<file path="src/rtl/mem_port_arbiter.sv">
// mem_port_arbiter: shares the single RAM port B between instruction fetch and
// the load/store unit, formats sub-word loads, and turns byte/halfword stores
// into a read-modify-write pair because the RAM has no byte enables.
//
// Handshake (both requesters): req and its payload stay stable until gnt is
// seen high in the same cycle; gnt is combinational and the request is consumed
// on that clock edge. Read data returns exactly one cycle after the grant on
// the matching Dv output, which is high for a single cycle.
module mem_port_arbiter #(
    parameter int cXLEN        = 32,
    parameter int cAddrW       = 10,
    parameter int cStarveLimit = 4
) (
    input  logic              iClk,
    input  logic              iRst,
    input  logic              iFetchReq,
    input  logic [cXLEN-1:0]  iFetchAddr,
    output logic              oFetchGnt,
    output logic              oFetchDv,
    output logic [cXLEN-1:0]  oFetchData,
    input  logic              iLsReq,
    input  logic              iLsWrite,
    input  logic [2:0]        iLsOpType,
    input  logic [cXLEN-1:0]  iLsAddr,
    input  logic [cXLEN-1:0]  iLsWData,
    input  logic [4:0]        iLsRdAddr,
    output logic              oLsGnt,
    output logic              oLsDv,
    output logic [cXLEN-1:0]  oLsData,
    output logic [4:0]        oLsRdAddr,
    output logic              oLsErr,
    output logic              oRamEn,
    output logic              oRamWEn,
    output logic [cAddrW-1:0] oRamAddr,
    output logic [cXLEN-1:0]  oRamWData,
    input  logic [cXLEN-1:0]  iRamRData
);

    localparam int cCntW = $clog2(cStarveLimit + 1);
    localparam logic [cCntW-1:0] cLimit = cCntW'(cStarveLimit);

    typedef enum logic {ST_ARB, ST_RMW_WR} state_t;
    typedef enum logic [1:0] {TAG_NONE, TAG_FETCH, TAG_LS} tag_t;

    state_t             state_q, state_d;
    tag_t               tag_q, tag_d;
    logic [cCntW-1:0]   starve_q, starve_d;
    logic [1:0]         ld_shift_q, ld_shift_d;
    logic [2:0]         ld_op_q, ld_op_d;
    logic [4:0]         ld_rd_q, ld_rd_d;
    logic [cAddrW-1:0]  rmw_addr_q, rmw_addr_d;
    logic [cXLEN-1:0]   rmw_data_q, rmw_data_d;
    logic [cXLEN-1:0]   rmw_mask_q, rmw_mask_d;

    logic               fetch_gnt, ls_gnt, ls_err;
    logic               ram_en, ram_wen;
    logic [cAddrW-1:0]  ram_addr;
    logic [cXLEN-1:0]   ram_wdata;
    logic               ls_misalign, fetch_wins;
    logic [4:0]         lane_shift;
    logic [cXLEN-1:0]   ld_word, ld_fmt;
    logic               fetch_dv, ls_dv;
    logic               unused_addr_bits;

    // Only the word-address slice of each byte address reaches the RAM.
    assign unused_addr_bits = ^{iFetchAddr[cXLEN-1:cAddrW+2], iFetchAddr[1:0],
                                iLsAddr[cXLEN-1:cAddrW+2]};

    // Arbitration, RAM port drive, RMW sequencing and starvation counting.
    always_comb begin
        state_d    = state_q;
        tag_d      = TAG_NONE;
        starve_d   = starve_q;
        ld_shift_d = ld_shift_q;
        ld_op_d    = ld_op_q;
        ld_rd_d    = ld_rd_q;
        rmw_addr_d = rmw_addr_q;
        rmw_data_d = rmw_data_q;
        rmw_mask_d = rmw_mask_q;
        fetch_gnt  = 1'b0;
        ls_gnt     = 1'b0;
        ls_err     = 1'b0;
        ram_en     = 1'b0;
        ram_wen    = 1'b0;
        ram_addr   = '0;
        ram_wdata  = '0;

        ls_misalign = ((iLsOpType[1:0] == 2'b01) && iLsAddr[0]) ||
                      ((iLsOpType[1:0] == 2'b10) && (iLsAddr[1:0] != 2'b00));
        fetch_wins  = iFetchReq && (starve_q == cLimit);
        lane_shift  = {iLsAddr[1:0], 3'b000};

        case (state_q)
            ST_ARB: begin
                if (iLsReq && !fetch_wins) begin
                    ls_gnt = 1'b1;
                    if (ls_misalign) begin
                        // Rejected without touching the port.
                        ls_err = 1'b1;
                    end else if (!iLsWrite) begin
                        ram_en     = 1'b1;
                        ram_addr   = iLsAddr[cAddrW+1:2];
                        tag_d      = TAG_LS;
                        ld_shift_d = iLsAddr[1:0];
                        ld_op_d    = iLsOpType;
                        ld_rd_d    = iLsRdAddr;
                    end else if (iLsOpType[1:0] == 2'b10) begin
                        ram_en    = 1'b1;
                        ram_wen   = 1'b1;
                        ram_addr  = iLsAddr[cAddrW+1:2];
                        ram_wdata = iLsWData;
                    end else begin
                        // Sub-word store: read the old word now, merge next cycle.
                        ram_en     = 1'b1;
                        ram_addr   = iLsAddr[cAddrW+1:2];
                        rmw_addr_d = iLsAddr[cAddrW+1:2];
                        rmw_data_d = iLsWData << lane_shift;
                        rmw_mask_d = (iLsOpType[0] ? cXLEN'(16'hFFFF) : cXLEN'(8'hFF)) << lane_shift;
                        state_d    = ST_RMW_WR;
                    end
                end
                // Fetch takes the port whenever LS left it unused.
                if (iFetchReq && !ram_en) begin
                    fetch_gnt = 1'b1;
                    ram_en    = 1'b1;
                    ram_addr  = iFetchAddr[cAddrW+1:2];
                    tag_d     = TAG_FETCH;
                end
            end
            ST_RMW_WR: begin
                ram_en    = 1'b1;
                ram_wen   = 1'b1;
                ram_addr  = rmw_addr_q;
                ram_wdata = (iRamRData & ~rmw_mask_q) | (rmw_data_q & rmw_mask_q);
                state_d   = ST_ARB;
            end
            default: state_d = ST_ARB;
        endcase

        if (!iFetchReq || fetch_gnt) begin
            starve_d = '0;
        end else if (starve_q != cLimit) begin
            starve_d = starve_q + cCntW'(1);
        end
    end

    // Lane extraction and sign/zero extension of the returning load word.
    always_comb begin
        ld_word = iRamRData >> {ld_shift_q, 3'b000};
        case (ld_op_q)
            3'b000:  ld_fmt = {{(cXLEN-8){ld_word[7]}}, ld_word[7:0]};
            3'b001:  ld_fmt = {{(cXLEN-16){ld_word[15]}}, ld_word[15:0]};
            3'b100:  ld_fmt = {{(cXLEN-8){1'b0}}, ld_word[7:0]};
            3'b101:  ld_fmt = {{(cXLEN-16){1'b0}}, ld_word[15:0]};
            default: ld_fmt = ld_word;
        endcase
    end

    // State, tag and latched request registers.
    always_ff @(posedge iClk) begin
        if (iRst) begin
            state_q    <= ST_ARB;
            tag_q      <= TAG_NONE;
            starve_q   <= '0;
            ld_shift_q <= '0;
            ld_op_q    <= '0;
            ld_rd_q    <= '0;
            rmw_addr_q <= '0;
            rmw_data_q <= '0;
            rmw_mask_q <= '0;
        end else begin
            state_q    <= state_d;
            tag_q      <= tag_d;
            starve_q   <= starve_d;
            ld_shift_q <= ld_shift_d;
            ld_op_q    <= ld_op_d;
            ld_rd_q    <= ld_rd_d;
            rmw_addr_q <= rmw_addr_d;
            rmw_data_q <= rmw_data_d;
            rmw_mask_q <= rmw_mask_d;
        end
    end

    // Reset forces every output low, which also cancels an in-flight RMW write.
    assign fetch_dv   = !iRst && (tag_q == TAG_FETCH);
    assign ls_dv      = !iRst && (tag_q == TAG_LS);
    assign oFetchGnt  = !iRst && fetch_gnt;
    assign oLsGnt     = !iRst && ls_gnt;
    assign oLsErr     = !iRst && ls_err;
    assign oRamEn     = !iRst && ram_en;
    assign oRamWEn    = !iRst && ram_wen;
    assign oRamAddr   = iRst ? '0 : ram_addr;
    assign oRamWData  = iRst ? '0 : ram_wdata;
    assign oFetchDv   = fetch_dv;
    assign oFetchData = fetch_dv ? iRamRData : '0;
    assign oLsDv      = ls_dv;
    assign oLsData    = ls_dv ? ld_fmt : '0;
    assign oLsRdAddr  = ls_dv ? ld_rd_q : '0;

endmodule

</file>
<file path="config.mk">
export PLATFORM = sky130hd
export DESIGN_NAME = mem_port_arbiter
export DESIGN_NICKNAME = d
export VERILOG_FILES = /design/src/rtl/mem_port_arbiter.sv
export SDC_FILE = /design/constraint.sdc
export NUM_CORES = 1
export LEC_CHECK = 0
export ABC_AREA = 1
export CORE_MARGIN = 4
export CORE_UTILIZATION = 37
export CTS_CLUSTER_DIAMETER = 120
export DETAILED_ROUTE_END_ITERATION = 7
export PLACE_DENSITY = 0.75
export SKIP_CTS_REPAIR_TIMING = 1
export SYNTH_ARGS = -nofsm -noshare
export SYNTH_HDL_FRONTEND = slang
export SYNTH_SLANG_ARGS = --single-unit
</file>
<file path="constraint.sdc">
create_clock -name iClk -period 2.2 [get_ports iClk]
set_clock_uncertainty 0.1 [all_clocks]
set_input_delay 0.44 -clock iClk [delete_from_list [all_inputs] [get_ports iClk]]
set_output_delay 0.44 -clock iClk [all_outputs]
set_load 0.02 [all_outputs]
</file>
==> flow_metrics.tcl <==
set metrics [dict create \
    status "finished with violations" \
    violations "setup timing" \
    layoutNonFillerInstCount 1401 \
    max_slew.worst_pin.slew_ns 0.618 \
    clk_path_buf_depth 2 \
    critical_path_maximum_fanout 7 \
    post-route-period-util_pct 110 \
    critical_path_arrival_ns 1.88 \
    io-pin-count 259 \
    wl_met3_mm 2.10 \
    ant_nets 0 \
    final_layout_size_suffix_gt1_share_pct 35.4 \
    synth_seq_area_share_pct 24.4 \
    insertedDiodeCount 0 \
    die_h_um 125 \
    critical_path.endpoint_type "output pin" \
    number_of_synthesized_register_bits 62 \
    routed_wl_mm 24.0 \
    synth_cell_type_count 31 \
    timing_max_transition_violations_final 0 \
    grt_overflow 0 \
    clkSlewWorstSetupHoldPaths_ns 0.05 \
    grt_first_pass_wirelength_mm 33.6 \
    netlist_area_um2 5090 \
    layout_setup_ws_ns -0.223 \
    clockRootBuffer "clkbuf_16" \
    placement_rows 42 \
    synth_enable_flop_cells 0 \
    crit_path_max_incr_delay_ns 0.51 \
    yosysTopAreaCellShare_pct 24.4 \
    m1WireLength_mm 9.49 \
    grt_setup_unrepaired "true" \
    grt_antenna_before_repair 0 \
    grt_max_degree 40 \
    areaGrowthSynthToFinish_pct 90.4 \
    grt_pass1_vias 6421 \
    cts_tree "yes" \
    clk_latency_ns 0.34 \
    cts_made_buffers 9 \
    postSynthCellCount 907 \
    final_core_utilization_pct 72.6 \
    startpoint_type_of_the_worst_setup_path "primary input" \
    gp_congestion 0.899 \
    drt-initial-drc-count 807 \
    layout.filler_cells 1017 \
    setup-violations-final 61 \
    vias_per_cell 5.38 \
    die_area_um2 15700 \
    post-dp-hpwl_mm 16.7 \
    final_period_minus_worst_setup_slack_ns 2.42 \
    layout.nets 1363 \
    nets_in_the_synthesized_netlist 1050 \
    crit_required_ns 1.66 \
    port-buffer-count 216 \
    grt.total_usage_pct 26.1 \
    crit_chain "clkdlybuf4s50_1, nand2_4, nor2_4, buf_8, buf_12, nand3_2, a21oi_2, buf_6" \
    power.leakage_nw 4.82 \
    cap_violations 0 \
    route.top_layer_used "met4" \
    drt_drc_violations_left 0 \
    worstSetupPathType "in2out" \
    power_density_over_cell_area_nw_per_um2 429 \
    avgRoutedWirePerCell_um 17.2 \
    hold_class "in2reg" \
    drt_first_pass_iters 8 \
    hold_viol_final 0 \
    most_frequently_used_cell_type_in_the_post_synthesis_netlist "nor2_1" \
    timing.fmax_mhz 413 \
    num_vias 7544 \
    synthTopCellsByArea "dfxtp_1 (24%), nor2_1 (13%), o21ai_0 (12%)" \
    core-area_um2 13300 \
    vdd_ir_drop_max_v 0.000282 \
    post_synth.cell_area_avg_um2 5.61 \
    post-synth-top-area-cell "dfxtp_1" \
    met2WireLength_mm 11.7 \
    synthesis.yosys.warnings 0 \
    cts_htree_levels 3 \
    synth_flop_cell "dfxtp_1" \
    cts_num_sinks 62 \
    die-width_um 125 \
    floorplan.initialDensity_pct 38.2 \
    synth.cells.most_frequent "nor2_1 (170), nand2_1 (161), o21ai_0 (123)" \
    critical_path.slowest_cell "clkdlybuf4s50_1" \
    placedCellCount 1373 \
    max_slew_margin_pct 58.8 \
    synth-async-reset-ratio_pct 0 \
]
critical path, delay by kind of cell:
kind,cells,cell delay (ns)
buffers and inverters,4,0.96
and+or+nand+nor,3,0.28
AOI/OAI and AO/OA,1,0.18
report_power, final:
part / switching, mW / leakage [nW] / internal, mW
Clock: 0.523 / 0.157 / 1.02
Combinational: 0.762 / 4.16 / 0.623
Sequential: 0.0441 / 0.509 / 1.19
placed cells by master, fill, tap and decap left out, drive strengths merged:
cell type and count:
buf 228, nor2 177, nand2 176, o21ai 126, a21oi 124, inv 90, clkdlybuf4s50 79, dfxtp 62
nand3 55, dlymetal6s2s 50, clkbuf 19, a31oi 8, or2 8, nor3 6, nand4 5, nand3b 3
clkinv 3, bufinv 2, ha 2, xor2 1, o211ai 1
metrics by stage:
step	TNS [ns]	total power [mW]	cell area [µm²]	setup WS, ns	hold WS (ns)
5_1_grt	-11.85	4.32	9700	-0.275	0.328
3_3_place_gp	-64.00	2.42	8330	-0.861	0.349
3_5_place_dp	-67.20	2.44	8330	-0.868	0.354
2_1_floorplan	0	1.79	5100	0.0950	0.340
4_1_cts	-68.32	3.97	8640	-0.873	0.362
6_report	-8.20	4.16	9700	-0.223	0.310
cell type report:
cell class	count	area, µm²	area share (%)
Multi-Input combinational cell	692	3980	41.0
Sequential cell	62	1250	12.9
Clock buffer	12	246	2.54
Clock inverter	4	70.1	0.723
Timing Repair Buffer	364	3570	36.8
Inverter	91	359	3.70
Tap cell	176	220	2.27
worst paths after layout:
check / slack, ns / depth (start not counted) / endpoint / from
max reg2reg: 0.24 / 14 / ld_op_q[2] / starve_q[0]
min: 0.31 / 3 / tag_q[1] / iLsWrite
max: -0.22 / 8 / oRamWData[8] / iLsReq
min reg2reg: 0.36 / 2 / rmw_data_q[6] / rmw_data_q[6]
per-layer routing:
layer / up-vias / track usage (%)
met2: 440 / 44.0
met3: 61 / 5.33
met4: 0 / 7.72
met5: - / 0
met1: 3469 / 33.9
li1: 3574 / -
cells by family (layout without fill, tap and decap cells):
logic type	Yosys count	in the layout	share of synthesized area, %
simple gates	429	430	35.6
xor+xnor	1	1	0.172
fa+ha+maj	2	2	0.491
flops	62	62	24.4
compound gates	259	259	26.5
buf+inv	154	471	12.8
registers in the layout (all words and copies together) (netlist names):
register and cells:
rmw_data_q 32, rmw_mask_q 4, state_q 1, ld_op_q 3
tag_q 2, ld_shift_q 2, starve_q 3, rmw_addr_q 10
ld_rd_q 5
(Power assumes the default switching activity.)
